$ cat config.mk
export PLATFORM = sky130hd
export DESIGN_NAME = pipe_stage_skid_flat
export DESIGN_NICKNAME = d
export VERILOG_FILES = /design/src/rtl/pipe_stage_skid_if.sv /design/src/rtl/pipe_stage_skid.sv /design/src/flat_wrapper.sv
export SDC_FILE = /design/constraint.sdc
export NUM_CORES = 1
export LEC_CHECK = 0
export BUFFER_PORTS_ARGS = -buffer_cell sky130_fd_sc_hd__buf_2
export CORE_MARGIN = 1
export CORE_UTILIZATION = 25
export DETAILED_ROUTE_END_ITERATION = 8
export GPL_TIMING_DRIVEN = 1
export SLEW_MARGIN = 10
export SYNTH_ARGS = -nofsm -noshare
export SYNTH_HDL_FRONTEND = slang
export SYNTH_SLANG_ARGS = --single-unit
$ cat constraint.sdc
create_clock -name clk_i -period 4.9 [get_ports clk_i]
set_input_delay 0.245 -clock clk_i [delete_from_list [all_inputs] [get_ports clk_i]]
set_output_delay 0.245 -clock clk_i [all_outputs]
set_load 0.05 [all_outputs]
$ cat src/rtl/pipe_stage_skid_if.sv
// Single valid/ready/data channel between two pipeline stages.
// The master drives valid and data; the slave drives ready.
interface pipe_stage_skid_if #(
   parameter int unsigned PAYLOAD_W = 32
);
   logic                 valid;
   logic                 ready;
   logic [PAYLOAD_W-1:0] data;

   modport master (
      output valid,
      output data,
      input  ready
   );

   modport slave (
      input  valid,
      input  data,
      output ready
   );
endinterface

$ cat src/rtl/pipe_stage_skid.sv
// Generic inter-stage pipeline register with valid/ready handshake, synchronous flush,
// optional 2-entry skid buffer (registered upstream ready) and a saturating stall counter.
module pipe_stage_skid #(
   parameter int unsigned           PAYLOAD_W   = 32,
   parameter logic [PAYLOAD_W-1:0]  NOP_PAYLOAD = '0,
   parameter bit                    SKID_EN     = 1'b1,
   parameter int unsigned           CNT_W       = 16
) (
   input  logic              clk_i,
   input  logic              rst_i,
   input  logic              flush_i,
   pipe_stage_skid_if.slave  in_if,
   pipe_stage_skid_if.master out_if,
   output logic [1:0]        occupancy_o,
   output logic [CNT_W-1:0]  stall_cnt_o
);

   typedef enum logic [1:0] {
      StEmpty,
      StBusy,
      StFull
   } state_e;

   localparam logic [CNT_W-1:0] CntMax = '1;

   state_e               state_q;
   logic [PAYLOAD_W-1:0] main_q;
   logic [PAYLOAD_W-1:0] skid_q;
   logic                 in_ready_q;
   logic [1:0]           occ_q;
   logic [CNT_W-1:0]     stall_q;

   logic out_valid;
   logic in_ready;
   logic in_fire;
   logic out_fire;

   // Handshake decode; with the skid buffer in_ready comes straight from a flop so there is
   // no combinational path from out_ready back upstream.
   always_comb begin
      out_valid = (state_q != StEmpty);
      in_ready  = SKID_EN ? in_ready_q : (!out_valid || out_if.ready);
      in_fire   = in_if.valid && in_ready;
      out_fire  = out_valid && out_if.ready;
   end

   assign in_if.ready  = in_ready;
   assign out_if.valid = out_valid;
   assign out_if.data  = main_q;
   assign occupancy_o  = occ_q;
   assign stall_cnt_o  = stall_q;

   // Entry state machine; main_q is kept at NOP_PAYLOAD whenever nothing is held so that
   // out_data needs no output mux.
   always_ff @(posedge clk_i) begin
      if (rst_i || flush_i) begin
         // A flush drops everything held; an out_fire in the same cycle has already completed.
         state_q    <= StEmpty;
         main_q     <= NOP_PAYLOAD;
         skid_q     <= NOP_PAYLOAD;
         in_ready_q <= 1'b1;
         occ_q      <= 2'd0;
      end else begin
         unique case (state_q)
            StEmpty: begin
               if (in_fire) begin
                  state_q <= StBusy;
                  main_q  <= in_if.data;
                  occ_q   <= 2'd1;
               end
            end
            StBusy: begin
               if (in_fire && out_fire) begin
                  main_q <= in_if.data;
               end else if (in_fire) begin
                  if (SKID_EN) begin
                     // Downstream stalled: park the new entry behind the head.
                     state_q    <= StFull;
                     skid_q     <= in_if.data;
                     in_ready_q <= 1'b0;
                     occ_q      <= 2'd2;
                  end else begin
                     main_q <= in_if.data;
                  end
               end else if (out_fire) begin
                  state_q <= StEmpty;
                  main_q  <= NOP_PAYLOAD;
                  occ_q   <= 2'd0;
               end
            end
            StFull: begin
               // Upstream is blocked here, so only the drain matters.
               if (out_fire) begin
                  state_q    <= StBusy;
                  main_q     <= skid_q;
                  skid_q     <= NOP_PAYLOAD;
                  in_ready_q <= 1'b1;
                  occ_q      <= 2'd1;
               end
            end
            default: begin
               state_q    <= StEmpty;
               main_q     <= NOP_PAYLOAD;
               skid_q     <= NOP_PAYLOAD;
               in_ready_q <= 1'b1;
               occ_q      <= 2'd0;
            end
         endcase
      end
   end

   // Back-pressure counter: saturates instead of wrapping, survives flush.
   always_ff @(posedge clk_i) begin
      if (rst_i) begin
         stall_q <= '0;
      end else if (out_valid && !out_if.ready && (stall_q != CntMax)) begin
         stall_q <= stall_q + CNT_W'(1);
      end
   end

endmodule
$ cat src/flat_wrapper.sv
// flat-port wrapper written by rule: the top's interface ports become plain ports
module pipe_stage_skid_flat 
#(
   parameter int unsigned           PAYLOAD_W   = 32,
   parameter logic [PAYLOAD_W-1:0]  NOP_PAYLOAD = '0,
   parameter bit                    SKID_EN     = 1'b1,
   parameter int unsigned           CNT_W       = 16
)
  (clk_i, rst_i, flush_i, occupancy_o, stall_cnt_o, in_if_valid, in_if_data, in_if_ready, out_if_valid, out_if_data, out_if_ready);
  pipe_stage_skid_if #(.PAYLOAD_W(PAYLOAD_W)) in_if_i ();
  pipe_stage_skid_if #(.PAYLOAD_W(PAYLOAD_W)) out_if_i ();
  input  logic clk_i;
  input  logic rst_i;
  input  logic flush_i;
  output logic [1:0] occupancy_o;
  output logic [CNT_W-1:0] stall_cnt_o;
  input wire logic [$bits(in_if_i.valid)-1:0] in_if_valid;
  input wire logic [$bits(in_if_i.data)-1:0] in_if_data;
  output wire logic [$bits(in_if_i.ready)-1:0] in_if_ready;
  output wire logic [$bits(out_if_i.valid)-1:0] out_if_valid;
  output wire logic [$bits(out_if_i.data)-1:0] out_if_data;
  input wire logic [$bits(out_if_i.ready)-1:0] out_if_ready;
  assign in_if_i.valid = in_if_valid;
  assign in_if_i.data = in_if_data;
  assign in_if_ready = in_if_i.ready;
  assign out_if_valid = out_if_i.valid;
  assign out_if_data = out_if_i.data;
  assign out_if_i.ready = out_if_ready;
  pipe_stage_skid #(.PAYLOAD_W(PAYLOAD_W), .NOP_PAYLOAD(NOP_PAYLOAD), .SKID_EN(SKID_EN), .CNT_W(CNT_W)) u_core (.clk_i(clk_i), .rst_i(rst_i), .flush_i(flush_i), .in_if(in_if_i), .out_if(out_if_i), .occupancy_o(occupancy_o), .stall_cnt_o(stall_cnt_o));
endmodule
==> summary.md <==
| Metric | Value |
|---|---|
| Vias in the first global route | around 2900 |
| Routed Antenna Nets | 0 |
| Clock latency on the worst-skew pair | 0.34 ns |
| Peak supply drop | between 0.3 and 0.4 mV |
| Critical path buffers and inverters | 1 |
| Multi-input logic area | between 1500 and 2000 sq um |
| Die Y | around 120 microns |
| Final WL | between 9000 and 10000 microns |
| CTS root buf | clkbuf_16 |
| Crit path arrival time | ~2.7 ns |
| Hpwl dp | between 5000 and 6000 microns |
| Switch share | about a quarter |
| Sw Pwr | 0.3799 mW |
| I/O Buffers | 88 |
| Post-placement cell area | between 3000 and 4000 sq um |
| Yosys reg bits | 83 |
| Post-Syn Area | roughly 3400 sq um |
| Most frequent cells in the layout | buf_2 (88), dfxtp_1 (82), a22oi_1 (63) |
| CP Cell Sequence | inv_2 -> or3_1 -> a21oi_4 -> o2bb2ai_1 |
| Core area | around 13000 sq um |
| Final period utilization | between 50% and 60% |
| Netlist cell types | 48 |
| Layout cell share with drive strength beyond 1 | approximately 30% |
| Max cap viols | 0 |
| Setup TNS | 0 ns |
| Post-synthesis adder-cell area fraction | less than 1% |
| I/O pin cnt | 89 |
| Post-synthesis simple-gate area fraction | between 15 and 20% |
| Pleak | about 1.7 nW |
| Routed WL per cell | 15.16 microns |
| Fill cells | 1346 |
| Antenna violations before repair | 0 |
| CTS Sinks | 83 |
| Final setup violation count | 0 |
| Die width | ~120 microns |
| # DRC | 0 |
| Final core utilization | between 30% and 40% |
| RSZ-0062 raised after global routing | no |
| Worst path required time | ~5 ns |
| CTS tree | yes |
| Largest family of logic cells by synthesized area | compound AO/OA/AOI/OAI gates |
| Reg clk slew, reported paths | about 0.06 ns |
| Layout Skew | roughly 0.0063 ns |
| N_diodes | 0 |
| Seq. cell area | roughly 1700 sq um |
| Initial core utilization | 25.63% |
| Die Area | about 14000 sq um |
| Crit. End Element | register |
| Vias | between 3000 and 4000 |
| Crit-path slowest cell | dfxtp_2 |
| CP delay by family, top | compound AO/OA/AOI/OAI gates |
| CTS Buf Count | 9 |
| Number of synthesized flops with an enable pin | 0 |
| Pin count of the biggest net entering global routing | 41 |
| Fin area | about 4300 sq um |
| # H-tree levels | 3 |
| Syn_nets | 385 |
| Power per cell area | between 300 and 400 nW/um^2 |
| XOR/XNOR Fraction of Synth Area | less than 1% |
| Compound-Gate Fraction of Synth Area | ~28% |
| Final Slew Violations | 0 |
| Mux contribution to synthesized area | around 1.4% |
| Largest stage delay, worst path | ~0.86 ns |
| Main synth FF type | dfxtp_1 |
| Fin. Hold Viols | 0 |
| GP Congestion | between 0.7 and 0.8 |
| Post-CTS setup buffer count | 0 |
| Crit path launch type | register |
| Gr usage total | 13.45% |
| Sequential Power Share | 44.8% |
| First-pass GRT wire length | roughly 15000 microns |
| Number of instances in the placed design | ~580 |
| Clock power share | 46.6% |
| Yosys warnings | 0 |
| Avg Cell Area, Syn | approximately 9.7 sq um |
| Least-Margin Pin Slew | between 1 and 1.5 ns |
| Total global routing overflow | 0 |
| Power share of the combinational group | 8.6% |
| CP Class | register to register |
| Final #Nets | ~460 |
| CTS resizes | 0 |
| Register area share after synthesis | approximately half |
| Post-layout min period | 2.480 ns |
| First DRT Iteration DRCs | about 200 |
| Hold Crit Class | primary input to register |
| 1st-pass router iterations | 4 |
| Commonest non-fill, non-tap cell in the layout | buf_2 |
| Status | complete, no violations |
| FMAX | just over 400 MHz |
| Int Pwr | between 1 and 1.5 mW |
| Async SR Flop Fraction | 0% |
| Std cell rows | 42 |
| Area Growth Syn to Fin | 26.31% |
| Cells after synthesis | around 350 |
| Drt via density | 5.035 |
| Critical path fanouts, max | 40 |
| Post-Layout Cell Count | 598 |
| Worst rel slew slack | ~18% |
| Post-CTS Hold Buffers | 0 |
| Clk buf depth | 2 |
==> final timing paths <==
path	slack, ns	cells past startpoint	to	startpoint
worst max-delay path	2.42	4	u_core.out_if.data[30]	u_core.state_q[1]
worst min-delay path	0.14	3	u_core.in_if.ready	flush_i
worst max register to register	2.42	4	u_core.out_if.data[30]	u_core.state_q[1]
worst min register to register	0.46	2	u_core.skid_q[23]	u_core.skid_q[23]
==> final cells by class <==
cell class,instances,area share (%)
multi-input cells,231,37.71
well taps,176,5.157
inverters,3,0.2637
clock buffers,11,5.450
repair buffers,89,10.49
clock inverters,5,1.992
flip-flops and latches,83,38.94
==> kinds of logic after synthesis <==
family                   after synthesis
flip-flops                            83
AO/OA/AOI/OAI                        126
buffers and inverters                 33
multiplexers                           4
AND/OR/NAND/NOR                       99
adder cells (fa/ha/maj)                1
XOR/XNOR                               1
==> power groups by stage <==
stage	clock (mW)	combinational, mW	sequential (mW)
final	0.724	0.134	0.696
after global routing	0.766	0.144	0.698
after CTS	0.743	0.135	0.696
after detailed placement	0	0.135	0.711
after global placement	0	0.133	0.711
after floorplan	0	0.0510	0.748
==> metrics by stage <==
stage	hold slack [ns]	setup slack, ns	power [mW]
5_1_grt	0.1664	2.192	1.609
3_5_place_dp	0.4416	2.247	0.8458
3_3_place_gp	0.4415	2.334	0.8434
4_1_cts	0.1136	2.227	1.575
2_1_floorplan	0.3211	2.689	0.7995
6_report	0.1355	2.420	1.554
==> sequential cells by signal, indices dropped and copies added, names as in the netlist <==
signal,cells
u_core.in_if.ready,1
u_core.skid_q,32
u_core.stall_cnt_o,16
u_core.state_q,2
u_core.out_if.data,32
==> Yosys cell counts (2+ instances only) <==
cell       count  share of area (%)
nor2_1        39                4.3
clkbuf_1      16                1.8
o21ai_0        5               0.74
nor4_1         3               0.56
o2bb2ai_1     32                8.3
or3_1          2               0.37
and3_1         2               0.37
inv_1          2               0.22
a22oi_1       63                 14
nor2b_1        6                1.1
dfxtp_1       83                 49
buf_2          7                1.0
o31ai_1        8                1.8
nand4_1        3               0.56
nand3_1        5               0.74
or4_1          3               0.67
or4_2          4                1.0
buf_1          5               0.56
or2_2          2               0.37
a21oi_1       15                2.2
mux2_2         3                1.0
nand2_1        9                1.0
nor3_1         5               0.74
==> worst register-to-register path: stages, from the launching register on <==
cell,delay (ns)
dfxtp_2,0.86
inv_2,0.15
or3_1,0.45
a21oi_4,0.73
o2bb2ai_1,0.20
==> routing by layer <==
layer	wire length [microns]	share of wire, %	GRT usage, %
met2	4278	47	21.84
met3	482	5.3	4.826
met5	0	0	0
met4	153	1.7	5.048
met1	4153	46	16.19
Note: power is estimated with default switching activity, not from simulation.
